===== config.mk =====
export PLATFORM = sky130hd
export DESIGN_NAME = fetch_unit
export DESIGN_NICKNAME = d
export VERILOG_FILES = /design/src/rtl/cpu_pkg.sv /design/src/rtl/pc_reg.sv /design/src/rtl/fetch_unit.sv
export SDC_FILE = /design/constraint.sdc
export NUM_CORES = 1
export LEC_CHECK = 0
export CAP_MARGIN = 20
export CORE_MARGIN = 2
export CORE_UTILIZATION = 50
export CTS_BUF_LIST = sky130_fd_sc_hd__clkbuf_8
export CTS_CLUSTER_SIZE = 28
export DETAILED_ROUTE_END_ITERATION = 12
export GPL_ROUTABILITY_DRIVEN = 1
export GPL_TIMING_DRIVEN = 0
export PLACE_DENSITY_LB_ADDON = 0.08
export SYNTH_ARGS = -nofsm -noshare
export SYNTH_HDL_FRONTEND = slang
export SYNTH_SLANG_ARGS = --single-unit

===== constraint.sdc =====
create_clock -name clk -period 4.6 [get_ports clk]
set_clock_uncertainty 0.2 [all_clocks]
set_input_delay 0.92 -clock clk [delete_from_list [all_inputs] [get_ports clk]]
set_output_delay 0.92 -clock clk [all_outputs]
set_load 0.02 [all_outputs]

===== src/rtl/cpu_pkg.sv =====
// Shared CPU definitions: datapath widths, reset instruction, opcodes and the
// fetch FSM state encoding.
package cpu_pkg;

  localparam int PC_W = 8;
  localparam int INST_W = 16;
  localparam logic [15:0] NOP_INST = 16'hF000;

  localparam logic [3:0] OP_JMP = 4'b1011;
  localparam logic [3:0] OP_LDI = 4'b1100;
  localparam logic [3:0] OP_NOP = 4'b1111;

  typedef enum logic {
    IDLE = 1'b0,
    BUSY = 1'b1
  } fetch_state_e;

  function automatic logic [3:0] opcode_of(input logic [15:0] inst);
    return inst[15:12];
  endfunction

endpackage


===== src/rtl/pc_reg.sv =====
// Program counter register with its next-value selection.
// Priority is branch, then increment, then hold.
module pc_reg #(
  parameter int PC_W = cpu_pkg::PC_W
) (
  input  logic            clk,
  input  logic            rst,
  input  logic            branch_en,
  input  logic [PC_W-1:0] branch_target,
  input  logic            inc_en,
  output logic [PC_W-1:0] pc
);

  logic [PC_W-1:0] pc_r;
  logic [PC_W-1:0] pc_next_s;

  // Next PC: branch beats increment; addition wraps modulo 2^PC_W
  always_comb begin
    pc_next_s = pc_r;
    if (branch_en) begin
      pc_next_s = branch_target;
    end else if (inc_en) begin
      pc_next_s = pc_r + PC_W'(1);
    end else begin
      pc_next_s = pc_r;
    end
  end

  // PC state register
  always_ff @(posedge clk) begin
    if (rst) begin
      pc_r <= '0;
    end else begin
      pc_r <= pc_next_s;
    end
  end

  assign pc = pc_r;

endmodule


===== src/rtl/fetch_unit.sv =====
// Instruction fetch unit: issues one instruction-memory read per ir_ld, holds
// the IR, and defers PC advance/branch until the outstanding read completes.
module fetch_unit #(
  parameter int                PC_W     = cpu_pkg::PC_W,
  parameter int                INST_W   = cpu_pkg::INST_W,
  parameter logic [INST_W-1:0] NOP_INST = cpu_pkg::NOP_INST
) (
  input  logic              clk,
  input  logic              rst,
  input  logic              pc_ld,
  input  logic              ir_ld,
  input  logic              pc_branch,
  input  logic [PC_W-1:0]   branch_addr,
  input  logic              flush,
  output logic              imem_req,
  output logic [PC_W-1:0]   imem_addr,
  input  logic              imem_ack,
  input  logic [INST_W-1:0] imem_rdata,
  output logic [INST_W-1:0] inst,
  output logic [PC_W-1:0]   pc,
  output logic              inst_valid,
  output logic              stall
);

  import cpu_pkg::*;

  fetch_state_e      state_r, state_next_s;
  logic [PC_W-1:0]   imem_addr_r, imem_addr_next_s;
  logic [INST_W-1:0] ir_r, ir_next_s;
  logic              inst_valid_r, inst_valid_next_s;
  logic              inc_pend_r, inc_pend_next_s;
  logic              br_pend_r, br_pend_next_s;
  logic [PC_W-1:0]   br_addr_r, br_addr_next_s;
  logic              drop_r, drop_next_s;
  logic              pc_branch_en_s;
  logic [PC_W-1:0]   pc_branch_tgt_s;
  logic              pc_inc_en_s;
  logic [PC_W-1:0]   pc_s;

  pc_reg #(.PC_W(PC_W)) u_pc_reg (
    .clk          (clk),
    .rst          (rst),
    .branch_en    (pc_branch_en_s),
    .branch_target(pc_branch_tgt_s),
    .inc_en       (pc_inc_en_s),
    .pc           (pc_s)
  );

  // Next-state, pending-request bookkeeping and PC control
  always_comb begin
    state_next_s      = state_r;
    imem_addr_next_s  = imem_addr_r;
    ir_next_s         = ir_r;
    inst_valid_next_s = inst_valid_r;
    inc_pend_next_s   = inc_pend_r;
    br_pend_next_s    = br_pend_r;
    br_addr_next_s    = br_addr_r;
    drop_next_s       = drop_r;
    pc_branch_en_s    = 1'b0;
    pc_branch_tgt_s   = branch_addr;
    pc_inc_en_s       = 1'b0;

    case (state_r)
      IDLE: begin
        if (flush) begin
          ir_next_s         = NOP_INST;
          inst_valid_next_s = 1'b0;
        end else begin
          ir_next_s         = ir_r;
        end
        if (ir_ld && !flush) begin
          // PC requests raised with the fetch are applied when it completes
          state_next_s     = BUSY;
          imem_addr_next_s = pc_s;
          inc_pend_next_s  = pc_ld;
          br_pend_next_s   = pc_branch;
          br_addr_next_s   = branch_addr;
          drop_next_s      = 1'b0;
        end else begin
          pc_branch_en_s = pc_branch;
          pc_inc_en_s    = pc_ld;
        end
      end
      BUSY: begin
        if (pc_branch) begin
          br_pend_next_s = 1'b1;
          br_addr_next_s = branch_addr;
        end else begin
          br_pend_next_s = br_pend_r;
        end
        if (flush) begin
          drop_next_s = 1'b1;
        end else begin
          drop_next_s = drop_r;
        end
        if (imem_ack) begin
          state_next_s = IDLE;
          if (drop_r || flush) begin
            ir_next_s         = NOP_INST;
            inst_valid_next_s = 1'b0;
          end else begin
            ir_next_s         = imem_rdata;
            inst_valid_next_s = 1'b1;
          end
          pc_branch_en_s  = br_pend_next_s;
          pc_branch_tgt_s = br_addr_next_s;
          pc_inc_en_s     = inc_pend_r;
          inc_pend_next_s = 1'b0;
          br_pend_next_s  = 1'b0;
          drop_next_s     = 1'b0;
        end else begin
          state_next_s = BUSY;
        end
      end
      default: begin
        state_next_s = IDLE;
      end
    endcase
  end

  // Fetch state, IR and pending-request registers
  always_ff @(posedge clk) begin
    if (rst) begin
      state_r      <= IDLE;
      imem_addr_r  <= '0;
      ir_r         <= NOP_INST;
      inst_valid_r <= 1'b0;
      inc_pend_r   <= 1'b0;
      br_pend_r    <= 1'b0;
      br_addr_r    <= '0;
      drop_r       <= 1'b0;
    end else begin
      state_r      <= state_next_s;
      imem_addr_r  <= imem_addr_next_s;
      ir_r         <= ir_next_s;
      inst_valid_r <= inst_valid_next_s;
      inc_pend_r   <= inc_pend_next_s;
      br_pend_r    <= br_pend_next_s;
      br_addr_r    <= br_addr_next_s;
      drop_r       <= drop_next_s;
    end
  end

  assign imem_req   = (state_r == BUSY);
  assign stall      = (state_r == BUSY);
  assign imem_addr  = imem_addr_r;
  assign inst       = ir_r;
  assign inst_valid = inst_valid_r;
  assign pc         = pc_s;

endmodule


==> run_results.csv <==
group,metric,value,unit
pwr,p_leak,0.946,nW
clock_tree,cts_max_path_buffers,2,
clock_tree,cts_buffers,5,
floorplanning,ioPinCount,66,
yosys,avgSynthCellArea,8.91,µm²
global_routing,grt_max_degree,14,
sta,tightest_slew,0.636,ns
cells_and_area,multi_input_area,911,µm²
setup_path,startpoint_type,"input port",
cells_and_area,syn2layout_area_growth,41.6,%
yosys,synth_seq_area_share,0.479,
global_routing,grt_pass1_vias,1661,
sta,post-route-period-util,0.611,
setup_path,critPathMaxFanout,10,
drt,post_drt_wl_per_cell,13.2,µm
global_routing,antenna_found_initial,0,
cells_and_area,seqCellArea,901,µm²
cells_and_area,fillers,317,
cells_and_area,antenna_cells,0,
floorplanning,die_area,4270,µm²
cells_and_area,largest_register_ffs,16,
sta,rsz0062_at_grt,"false",
floorplanning,die_w,65.3,µm
clock_tree,postCtsSetupBuffers,0,
drt,vias_per_cell,5.40,
drt,dr.pass1.iters,4,
drt,drc,0,
cells_and_area,final_util,0.733,
place,hpwl,3210,µm
sta,holdWs,0.255,ns
clock_tree,clkSinkCount,45,
yosys,ys_ff_latch,45,
sta,finalSetupViolations,0,
clock_tree,path_clk_slew,0.08,ns
yosys,synthDistinctLibCells,36,
floorplanning,fp.coreArea,3630,µm²
place,place.gp.congestion,0.804,
drt,route.final.wire_length,4360,µm
setup_path,cp_data_required_time,4.60,ns
yosys,syn_nets,243,
yosys,syn-instance-count,211,
clock_tree,cts_resized,0,
drt,ant_nets,0,
sta,clock.fmax,0.356,GHz
global_routing,grt_usage,0.219,
sta,final-hold-violation-count,0,
min_path,worst_hold_path_type,"flip-flop to flip-flop",
cells_and_area,layout-drive-gt1-share,0.0459,
sta,slew_violations,0,
status,outcome,"finished clean",
pwr,ir_worst_vdd,0.000214,V
clock_tree,htreeDepth,2,
cells_and_area,fin_nets,314,
global_routing,grt_pass1_wl,7330,µm
sta,fin_setup_tns,0,ns
job,drv_cap,0,
pwr,p_per_area,299,nW/µm²
setup_path,crit_path_end_kind,"flip-flop",
clock_tree,cts_hold_buf,0,
clock_tree,clkLatencyLatePin,0.29,ns
sta,fin_crit,2.81,ns
floorplanning,num_rows,22,
clock_tree,cts-root-buf,"clkbuf_8",
place,port_buffers,64,
setup_path,arrival,2.81,ns
global_routing,grt_overflow,0,
setup_path,path_class,"input port to flip-flop",
yosys,syn_area,1880,µm²
drt,dr.first_iter.drc_count,98,
floorplanning,initial_core_util,0.518,
drt,vias,1788,
floorplanning,die_y,65.3,µm
yosys,ys_warn_count,0,
sta,slew_headroom,0.574,
clock_tree,cts_tree,"yes",
-- cells by family (layout without fill, tap and decap cells) --
| kind of cell | count (synthesis) | count (layout) | synth area share |
|---|---|---|---|
| muxes | 10 | 10 | 0.0532 |
| xor gates and xnor gates | 1 | 1 | 0.00466 |
| and+or+nand+nor | 76 | 76 | 0.194 |
| buffers and inverters | 15 | 87 | 0.0366 |
| DFF | 45 | 45 | 0.479 |
| AOI/OAI and AO/OA | 63 | 63 | 0.226 |
| adders and majority gates | 1 | 1 | 0.00665 |
-- critical path, cell delays in order --
cell             delay (ns)
clkdlybuf4s50_1        0.51
nor2b_2                0.31
o21a_1                 0.30
clkbuf_1               0.39
a21oi_1                0.08
a221oi_1               0.29
-- worst paths after layout --
check / start / to / slack (ns) / depth (start not counted)
worst max-delay path: flush / u_pc_reg.pc[0] / 1.79 / 6
worst min-delay path: br_pend_r / br_pend_r / 0.26 / 2
worst max register to register: imem_req / u_pc_reg.pc[5] / 2.46 / 6
worst min register to register: br_pend_r / br_pend_r / 0.26 / 2
-- power breakdown --
group	total [W]	internal [W]	switching, W
Sequential	0.000423	0.000407	0.0000166
Clock	0.000231	0.000103	0.000128
Combinational	0.000141	0.0000720	0.0000692
-- per-layer routing --
metal | part of all wire | routed length, µm | vias to the layer above | global-route usage
met3 | 0.048 | 211 | 9 | 0.0342
met2 | 0.46 | 2010 | 55 | 0.349
met4 | 0.011 | 49 | 0 | 0.0729
met1 | 0.48 | 2080 | 824 | 0.302
li1 | - | - | 900 | -
met5 | 0 | 0 | - | 0
-- Yosys cell counts --
| cell type | n | share of area |
|---|---|---|
| dfxtp_1 | 45 | 0.48 |
| nand2_1 | 24 | 0.048 |
| nor2_1 | 23 | 0.046 |
| a21oi_1 | 15 | 0.040 |
| a22oi_1 | 13 | 0.052 |
| mux2i_1 | 10 | 0.053 |
| clkbuf_1 | 9 | 0.018 |
| o21ai_0 | 9 | 0.024 |
| nand2b_1 | 8 | 0.027 |
| a211oi_1 | 6 | 0.024 |
| and2_1 | 5 | 0.017 |
| a311oi_1 | 4 | 0.019 |
| nand3_1 | 4 | 0.011 |
| o22ai_1 | 4 | 0.013 |
| or3_1 | 4 | 0.013 |
| a21o_1 | 2 | 0.0080 |
| a221oi_1 | 2 | 0.0093 |
| inv_1 | 2 | 0.0040 |
| nor3_1 | 2 | 0.0053 |
| o21a_1 | 2 | 0.0080 |
| o31ai_1 | 2 | 0.0080 |
| or4_1 | 2 | 0.0080 |
| a31oi_1 | 1 | 0.0033 |
| a41o_1 | 1 | 0.0053 |
| and4_1 | 1 | 0.0047 |
| buf_1 | 1 | 0.0020 |
| buf_2 | 1 | 0.0027 |
| buf_4 | 1 | 0.0040 |
| buf_6 | 1 | 0.0060 |
| ha_1 | 1 | 0.0067 |
| nand3b_1 | 1 | 0.0040 |
| nor2b_2 | 1 | 0.0047 |
| nor3b_2 | 1 | 0.0067 |
| o211ai_1 | 1 | 0.0040 |
| o21a_4 | 1 | 0.0080 |
| xnor2_1 | 1 | 0.0047 |
-- through the flow --
stage | total power [W] | setup WS (ns) | std cells | cell area [µm²]
2_1_floorplan | 0.000505 | 2.27 | 211 | 1880
3_3_place_gp | 0.000571 | 1.55 | 323 | 2580
3_5_place_dp | 0.000572 | 1.53 | 323 | 2580
4_1_cts | 0.000801 | 1.82 | 331 | 2660
5_1_grt | 0.000832 | 1.66 | 331 | 2660
6_report | 0.000796 | 1.79 | 331 | 2660
-- cells in the final DEF, fill, tap and decap left out, types with 3 or more instances in the layout --
cell / Yosys / layout
a311oi_1: 4 / 4
nand3_1: 4 / 4
nand2_1: 24 / 24
or3_1: 4 / 4
inv_1: 2 / 3
nor2_1: 23 / 23
clkbuf_1: 9 / 9
and2_1: 5 / 5
a22oi_1: 13 / 13
a211oi_1: 6 / 6
o21ai_0: 9 / 9
clkbuf_8: 0 / 5
a21oi_1: 15 / 15
o22ai_1: 4 / 4
dfxtp_1: 45 / 45
nand2b_1: 8 / 8
mux2i_1: 10 / 10
clkdlybuf4s50_1: 0 / 64
-- final cells by class --
cell class                 count  share of cell area
multi-input combinational    151               0.342
sequential                    45               0.338
timing repair buffer          64               0.240
clock buffer                   5              0.0258
buffer                        13              0.0230
tap                           48              0.0225
clock inverter                 3             0.00517
inverter                       2             0.00282
Note: power is estimated with default switching activity, not from simulation.
